File: src/rtl/verilator_bridge_pkg.sv
// Shared types and width helpers for the word-to-byte bridge.
package verilator_bridge_pkg;

  localparam int DEFAULT_NBYTES = 4;

  typedef enum logic [1:0] {
    ST_IDLE  = 2'd0,
    ST_ISSUE = 2'd1,
    ST_DRAIN = 2'd2,
    ST_RESP  = 2'd3
  } state_e;

  // Width of the lane index; one bit minimum so a single-byte word still has a counter.
  function automatic int lane_width(input int nbytes);
    return (nbytes > 1) ? $clog2(nbytes) : 1;
  endfunction

  function automatic int data_width(input int nbytes);
    return 8 * nbytes;
  endfunction

endpackage

File: src/rtl/verilator_word_bridge.sv
// Word request to byte-port bridge: serialises one word access into NBYTES
// byte accesses and assembles the read word (pre-write contents on writes).
//
// state    | meaning
// ---------+------------------------------------------------------------
// ST_IDLE  | ready for a request; mem_addr holds its last value
// ST_ISSUE | presenting lane lane_q on the byte port
// ST_DRAIN | last lane's read byte arriving on mem_rdata
// ST_RESP  | rsp_valid pulse with the assembled word
module verilator_word_bridge
  import verilator_bridge_pkg::*;
#(
  parameter int NBYTES = DEFAULT_NBYTES
) (
  input  logic                  clock,
  input  logic                  reset_n,
  input  logic                  req_valid,
  output logic                  req_ready,
  input  logic                  req_write,
  input  logic [31:0]           req_addr,
  input  logic [8*NBYTES-1:0]   req_wdata,
  input  logic [NBYTES-1:0]     req_wmask,
  output logic                  rsp_valid,
  output logic [8*NBYTES-1:0]   rsp_rdata,
  output logic [31:0]           mem_addr,
  output logic                  mem_wenable,
  output logic [7:0]            mem_wdata,
  input  logic [7:0]            mem_rdata
);

  localparam int LANE_W = lane_width(NBYTES);
  localparam int DATA_W = data_width(NBYTES);
  localparam logic [LANE_W-1:0] LAST_LANE = LANE_W'(NBYTES - 1);
  localparam logic [31:0] LOW_MASK = 32'(NBYTES - 1);

  state_e              state_q, state_d;
  logic [LANE_W-1:0]   lane_q, lane_d;
  logic                wr_q, wr_d;
  logic [NBYTES-1:0]   wmask_q, wmask_d;
  logic [DATA_W-1:0]   wdata_q, wdata_d;
  logic [DATA_W-1:0]   cap_q, cap_d;
  logic [31:0]         mem_addr_q, mem_addr_d;
  logic                mem_wenable_q, mem_wenable_d;
  logic [7:0]          mem_wdata_q, mem_wdata_d;
  logic                rsp_valid_q, rsp_valid_d;
  logic [DATA_W-1:0]   rsp_rdata_q, rsp_rdata_d;

  logic [LANE_W-1:0]   next_lane;
  logic [LANE_W-1:0]   prev_lane;

  assign next_lane = lane_q + 1'b1;
  assign prev_lane = lane_q - 1'b1;

  assign req_ready   = (state_q == ST_IDLE);
  assign rsp_valid   = rsp_valid_q;
  assign rsp_rdata   = rsp_rdata_q;
  assign mem_addr    = mem_addr_q;
  assign mem_wenable = mem_wenable_q;
  assign mem_wdata   = mem_wdata_q;

  // Next-state logic: lane sequencing, byte-port drive and read-byte capture.
  // The byte read for lane i returns one cycle after it is presented, so while
  // issuing lane i the capture register takes lane i-1; the last lane lands in DRAIN.
  always_comb begin
    state_d       = state_q;
    lane_d        = lane_q;
    wr_d          = wr_q;
    wmask_d       = wmask_q;
    wdata_d       = wdata_q;
    cap_d         = cap_q;
    mem_addr_d    = mem_addr_q;
    mem_wenable_d = 1'b0;
    mem_wdata_d   = mem_wdata_q;
    rsp_valid_d   = 1'b0;
    rsp_rdata_d   = rsp_rdata_q;
    case (state_q)
      ST_IDLE: begin
        if (req_valid) begin
          state_d       = ST_ISSUE;
          lane_d        = '0;
          wr_d          = req_write;
          wmask_d       = req_wmask;
          wdata_d       = req_wdata;
          mem_addr_d    = req_addr & ~LOW_MASK;
          mem_wenable_d = req_write & req_wmask[0];
          mem_wdata_d   = req_wdata[7:0];
        end
      end
      ST_ISSUE: begin
        if (lane_q != '0) begin
          cap_d[8*int'(prev_lane) +: 8] = mem_rdata;
        end
        if (lane_q == LAST_LANE) begin
          state_d = ST_DRAIN;
        end else begin
          lane_d        = next_lane;
          mem_addr_d    = mem_addr_q + 32'd1;
          mem_wenable_d = wr_q & wmask_q[next_lane];
          mem_wdata_d   = wdata_q[8*int'(next_lane) +: 8];
        end
      end
      ST_DRAIN: begin
        rsp_rdata_d                = cap_q;
        rsp_rdata_d[DATA_W-1 -: 8] = mem_rdata;
        rsp_valid_d                = 1'b1;
        state_d                    = ST_RESP;
      end
      ST_RESP: begin
        state_d = ST_IDLE;
      end
      default: begin
        state_d = ST_IDLE;
      end
    endcase
  end

  // State registers; reset aborts any request in flight and clears the byte-port strobe.
  always_ff @(posedge clock or negedge reset_n) begin
    if (!reset_n) begin
      state_q       <= ST_IDLE;
      lane_q        <= '0;
      wr_q          <= 1'b0;
      wmask_q       <= '0;
      wdata_q       <= '0;
      cap_q         <= '0;
      mem_addr_q    <= '0;
      mem_wenable_q <= 1'b0;
      mem_wdata_q   <= '0;
      rsp_valid_q   <= 1'b0;
      rsp_rdata_q   <= '0;
    end else begin
      state_q       <= state_d;
      lane_q        <= lane_d;
      wr_q          <= wr_d;
      wmask_q       <= wmask_d;
      wdata_q       <= wdata_d;
      cap_q         <= cap_d;
      mem_addr_q    <= mem_addr_d;
      mem_wenable_q <= mem_wenable_d;
      mem_wdata_q   <= mem_wdata_d;
      rsp_valid_q   <= rsp_valid_d;
      rsp_rdata_q   <= rsp_rdata_d;
    end
  end

endmodule

File: config.mk
export PLATFORM = sky130hd
export DESIGN_NAME = verilator_word_bridge
export DESIGN_NICKNAME = d
export VERILOG_FILES = /design/src/rtl/verilator_bridge_pkg.sv /design/src/rtl/verilator_word_bridge.sv
export SDC_FILE = /design/constraint.sdc
export NUM_CORES = 1
export LEC_CHECK = 0
export ABC_CLOCK_PERIOD_IN_PS = 2700
export CORE_ASPECT_RATIO = 1.5
export CORE_MARGIN = 4
export CORE_UTILIZATION = 44
export CTS_BUF_LIST = sky130_fd_sc_hd__clkbuf_16
export CTS_CLUSTER_SIZE = 12
export DETAILED_ROUTE_END_ITERATION = 7
export PLACE_DENSITY = 0.68
export RECOVER_POWER = 100
export SLEW_MARGIN = 15
export SYNTH_ARGS = -nofsm -noshare
export SYNTH_HDL_FRONTEND = slang
export SYNTH_SLANG_ARGS = --single-unit
File: constraint.sdc
create_clock -name clock -period 2.7 [get_ports clock]
set_input_delay 0.54 -clock clock [delete_from_list [all_inputs] [get_ports clock]]
set_output_delay 0.54 -clock clock [all_outputs]
set_load 0.05 [all_outputs]
Word-level counts from Yosys, hierarchy flattened
Cells that the tools add are included.
Operators by class
  add/sub/neg operators: 4
  multiply operators: 0
  divide/modulo/power cells: 0
  magnitude comparators: 1
  equality and inequality tests: 7
  shifts and indexed selects: 3
  muxes and demuxes: 19
  bitwise operators: 2
  reductions and logical operators: 7
Operator list (count)
  two-way mux 32 bit: 2
  case mux 32 bit (2 select lines): 1
  negation 5 -> 33 bit: 1
  variable shift 8 x 33 -> 32 bit (first input constant): 1
  indexed part select 8 x 33 -> 32 bit: 1
  adder 32 x 1 -> 32 bit (second input constant): 1
  bitwise mux 32 bit: 1
  indexed part select 32 x 6 -> 8 bit: 1
  two-way mux 8 bit: 2
  case mux 8 bit (2 select lines): 1
  two-way mux 2 bit: 4
  case mux 2 bit (4 select lines): 1
  == test 2 bit (second input constant): 3
  != test 2 bit (second input constant): 3
  AND reduction 2 bit: 3
  two-way mux 1 bit: 4
  case mux 2 bit (2 select lines): 1
  nonzero test 2 bit: 2
  < comparator 2 x 3 -> 1 bit (second input constant): 1
  AND reduction 3 bit: 1
  adder 2 x 1 -> 2 bit (second input constant): 1
  bitwise AND 1 bit: 2
  binary-select mux 1 bit (select 2 bit): 1
  == test 2 x 1 -> 1 bit (second input constant): 1
  3 further kinds: 3
Storage, ports and cells
  flip-flop bits (word level): 147
  bits in latches: 0
  memory bits (writable): 0
  memory bits (read-only): 0
  input port bits: 80
  output and inout port bits: 75
  word-level logic and storage cells: 54
  memories: 0

Depth between registers and ports, before layout
  word-level depth: 6
  mapped depth: 10
  depth with buffers taken out: 7

Worst setup path after synthesis
No wires, ideal clock.
  kind: register to register
  from: register mem_addr_q[0], in the netlist mem_addr[0]
  to: register mem_addr_q[16], in the netlist mem_addr[16]
  setup time: 0.137 ns
  arrival: 2.223 ns
  required time: 2.563 ns
  setup slack: 0.340 ns
  stages on the path, launching flop included: 7
  path buffers: 0
  period minus slack after synthesis: 2.360 ns
  path through: dfrtp_1 -> ha_1 -> nand2_1 -> or4b_2 -> nor3_1 -> mux2i_1 -> a21oi_1
Between the ends
  word-level cells in the longest chain between the ends: 3
RTL lines
  from (decl): RTL line verilator_word_bridge.sv:42  | logic [31:0] mem_addr_q, mem_addr_d;
  from (signal assigned): RTL line verilator_word_bridge.sv:138  | mem_addr_q <= mem_addr_d;
  adder 32 x 1 -> 32 bit: RTL line verilator_word_bridge.sv:97  | mem_addr_d = mem_addr_q + 32'd1;
  two-way mux 32 bit: RTL line verilator_word_bridge.sv:93  | if (lane_q == LAST_LANE) begin
  case mux 32 bit (2 select lines): RTL line verilator_word_bridge.sv:76  | case (state_q)
Every way passes these cells. The select of a mux whose other input is x is not followed.
A chain may end at the register's enable or synchronous reset.

Final worst setup path
  from: register state_q[0]
  to: output port req_ready
Between the ends
  word-level cells in the longest chain between the ends: 1
RTL lines
  from (decl): RTL line verilator_word_bridge.sv:36  | state_e state_q, state_d;
  from (signal assigned): RTL line verilator_word_bridge.sv:132  | state_q <= state_d;
  zero test 2 bit: RTL line verilator_word_bridge.sv:54  | assign req_ready = (state_q == ST_IDLE);
  to (decl): RTL line verilator_word_bridge.sv:18  | output logic req_ready,
Every way passes these cells.

==> run metrics <==
Fin. Hold Viols 0; Pwr Density 1399 mW/mm^2; via count 5005; initial antenna violation count 0; total gr overflow 0; Slew HR 13.58%; critical path required time 2.16 ns; Top Metal Used met4; Total GRT Usage 20.42%; post_cts resized 0; CTS root buffer clkbuf_16; core area 0.01446 mm^2; CTS tree yes; postcts setup bufs 0; Routability Congestion 0.8308; Final Skew 0.01002 ns; Synth Flop Type dfrtp_1; Fmax achieved 394.1 MHz; worst ir drop on vdd 0.7410 mV; Slew Viols, Final 0; Post-Synth XOR/XNOR Area 0%; wire length on met2 8.654 mm; Synth warnings 0; WL/cell 18.09 um; WL met1 6.586 mm; RSZ-0062 raised after global routing false; FF-to-FF setup slack 0.23 ns; CP startpoint state_q[0]; MaxCap Viol Count 0; CP max FO 4; Tmin final 2.537 ns; worst r2r dst mem_addr[27]; fraction of the mapped netlist area in simple logic gates 12.02%; met3 routed WL 881 um; die width 107.0 um; synth-to-layout area growth 36.55%; setup violators final 0; crit end category primary output; Die H 156.4 um; Gate Count Post-Synth 537; R2R depth 9; Async S/R FF share, synth 100.0%; run status finished clean; sequential cell area 0.003478 mm^2; Cell variety after synth 45; 1st-iter DRT viols 180; syn_nets 628; Residual DRC 0; Worst Setup Path Type register to primary output; post-detail-place hpwl 11.62 mm; Clock Latency Late Sink 0.41 ns; clock-pin slew on the worst setup and hold paths 0.06 ns; global-route wire length before repair 27.14 mm; CP arrival 2.00 ns; Tcrit/Tclk final 93.97%; CP endpoint req_ready; post-synthesis mux area share 19.34%; vias in the first global route 5262; Setup TNS Final 0 ns; cts hold-fix bufs 0; Die ar. 0.01673 mm^2; main combinational cell family by area after synthesis multiplexers; drt total wl 16.41 mm; total power 12.35 mW; sequential fraction of the synthesis area 53.81%; compound-gate portion of the synthesized area 10.59%; Via density 5.518; CP Launch Type register; initial core utilization 44.70%; share of cells above drive strength 1 19.27%; H-tree levels 4; number of synthesized flops with an enable pin 0; Detail Route Antenna Nets 0; CTS buffer count 17; TritonRoute pass-1 iters 5; Num Clock Sinks 139; mean area per synthesized cell 12.04 um^2; Leakage 3.904 nW; r2r startpoint state_q[1]; # rows 54; adder-cell share of the synthesized area 2.129%; # fillers 1194; Synth Register Bits 139; Port Buf Inserts 152; slew at the pin with the worst max-slew slack 1.296 ns; largest net degree at the start of global routing 59; CTS max path bufs 2; Inserted Diodes 0; synthesized area 0.006464 mm^2; Nets 789; area taken by multi-input logic gates 0.002853 mm^2; worst hold path class input port to asynchronous set/reset pin; I/O pin count 155
[per-stage QoR]
step                hold WS, ns  cell area, um^2  cells  setup slack (ns)  utilization, %
CTS                     0.08288             8870    907            0.1327           61.34
floorplan                0.2444             6464    537            0.3405               -
global placement         0.4648             8290    875            0.4208           57.34
global route             0.5090             8826    907           0.03818           61.04
detailed placement       0.4800             8290    875            0.3775           57.34
finish                   0.4025             8826    907            0.1628           61.04
[layer usage]
layer	global-route usage, %	vias to the layer above
li1	-	2320
met1	24.90	2494
met2	36.13	171
met3	4.251	20
met4	6.520	0
met5	0	-
[layout by cell type (no fill, tap or decap), types with 4 or more instances in the layout]
master	Yosys	routed
dfrtp_1	139	139
clkdlybuf4s50_1	0	77
dlygate4sd3_1	0	74
mux2_2	71	71
nand2_1	61	61
o21ai_0	29	28
mux2i_1	27	27
a22o_1	25	25
nand3_1	17	17
a21oi_1	17	17
clkbuf_16	0	17
nor2_1	14	14
nand4_1	11	11
ha_1	11	11
or3_1	10	10
buf_4	0	9
mux4_2	8	8
and3_1	7	7
a32oi_1	7	7
inv_1	6	6
clkbuf_2	0	6
o22ai_1	5	5
and2_1	5	4
a311oi_1	4	4
nor3_1	4	4
inv_8	0	4
inv_6	0	4
[kinds of logic (layout without fill, tap and decap cells)]
logic type	Yosys count	in the layout
muxes	106	106
buffers and inverters	35	209
AOI/OAI and AO/OA	100	100
and+or+nand+nor	146	146
DFF	139	139
adders and majority gates	11	11
[worst min-delay path by stage]
stage	endpoint
after floorplan	cap_q[0]
final	mem_addr[16]
after global placement	mem_wdata[2]
after detailed placement	mem_wdata[2]
after CTS	mem_addr[16]
after global routing	mem_addr[8]
[final cells by class]
class | count | area share, %
clock buffer | 17 | 4.820
clock inverter | 15 | 1.744
inverter | 6 | 0.2552
multi-input combinational | 363 | 32.32
sequential | 139 | 39.41
tap | 196 | 2.779
timing repair buffer | 171 | 18.67
[state kept, by name, summed over array words and instances, names as in the netlist]
register	flops
mem_addr	32
rsp_rdata	32
wdata_q	32
cap_q	24
mem_wdata	8
wmask_q	4
lane_q	2
state_q	2
mem_wenable	1
rsp_valid	1
wr_q	1
[critical path: stages, from the launching register on]
cell and delay, ns:
dfrtp_1 0.38, inv_1 0.12, ha_1 0.23, clkdlybuf4s50_1 0.86
[cells in the mapped netlist (4+ instances only)]
master / count / area, um^2
dfrtp_1: 139 / 3478
mux2_2: 71 / 799.5
nand2_1: 61 / 229.0
o21ai_0: 29 / 145.1
mux2i_1: 27 / 270.3
a22o_1: 25 / 219.0
clkbuf_1: 18 / 67.56
a21oi_1: 17 / 85.08
nand3_1: 17 / 85.08
nor2_1: 14 / 52.55
ha_1: 11 / 137.6
nand4_1: 11 / 68.82
or3_1: 10 / 62.56
mux4_2: 8 / 180.2
a32oi_1: 7 / 61.31
and3_1: 7 / 43.79
buf_1: 7 / 26.28
inv_1: 6 / 22.52
and2_1: 5 / 31.28
o22ai_1: 5 / 31.28
a311oi_1: 4 / 35.03
buf_2: 4 / 20.02
nor3_1: 4 / 20.02
[where the power goes]
group / internal, mW / switching, mW
logic: 2.44 / 3.85
clock network: 1.30 / 0.960
registers: 3.05 / 0.748
Note: power is estimated with default switching activity, not from simulation.
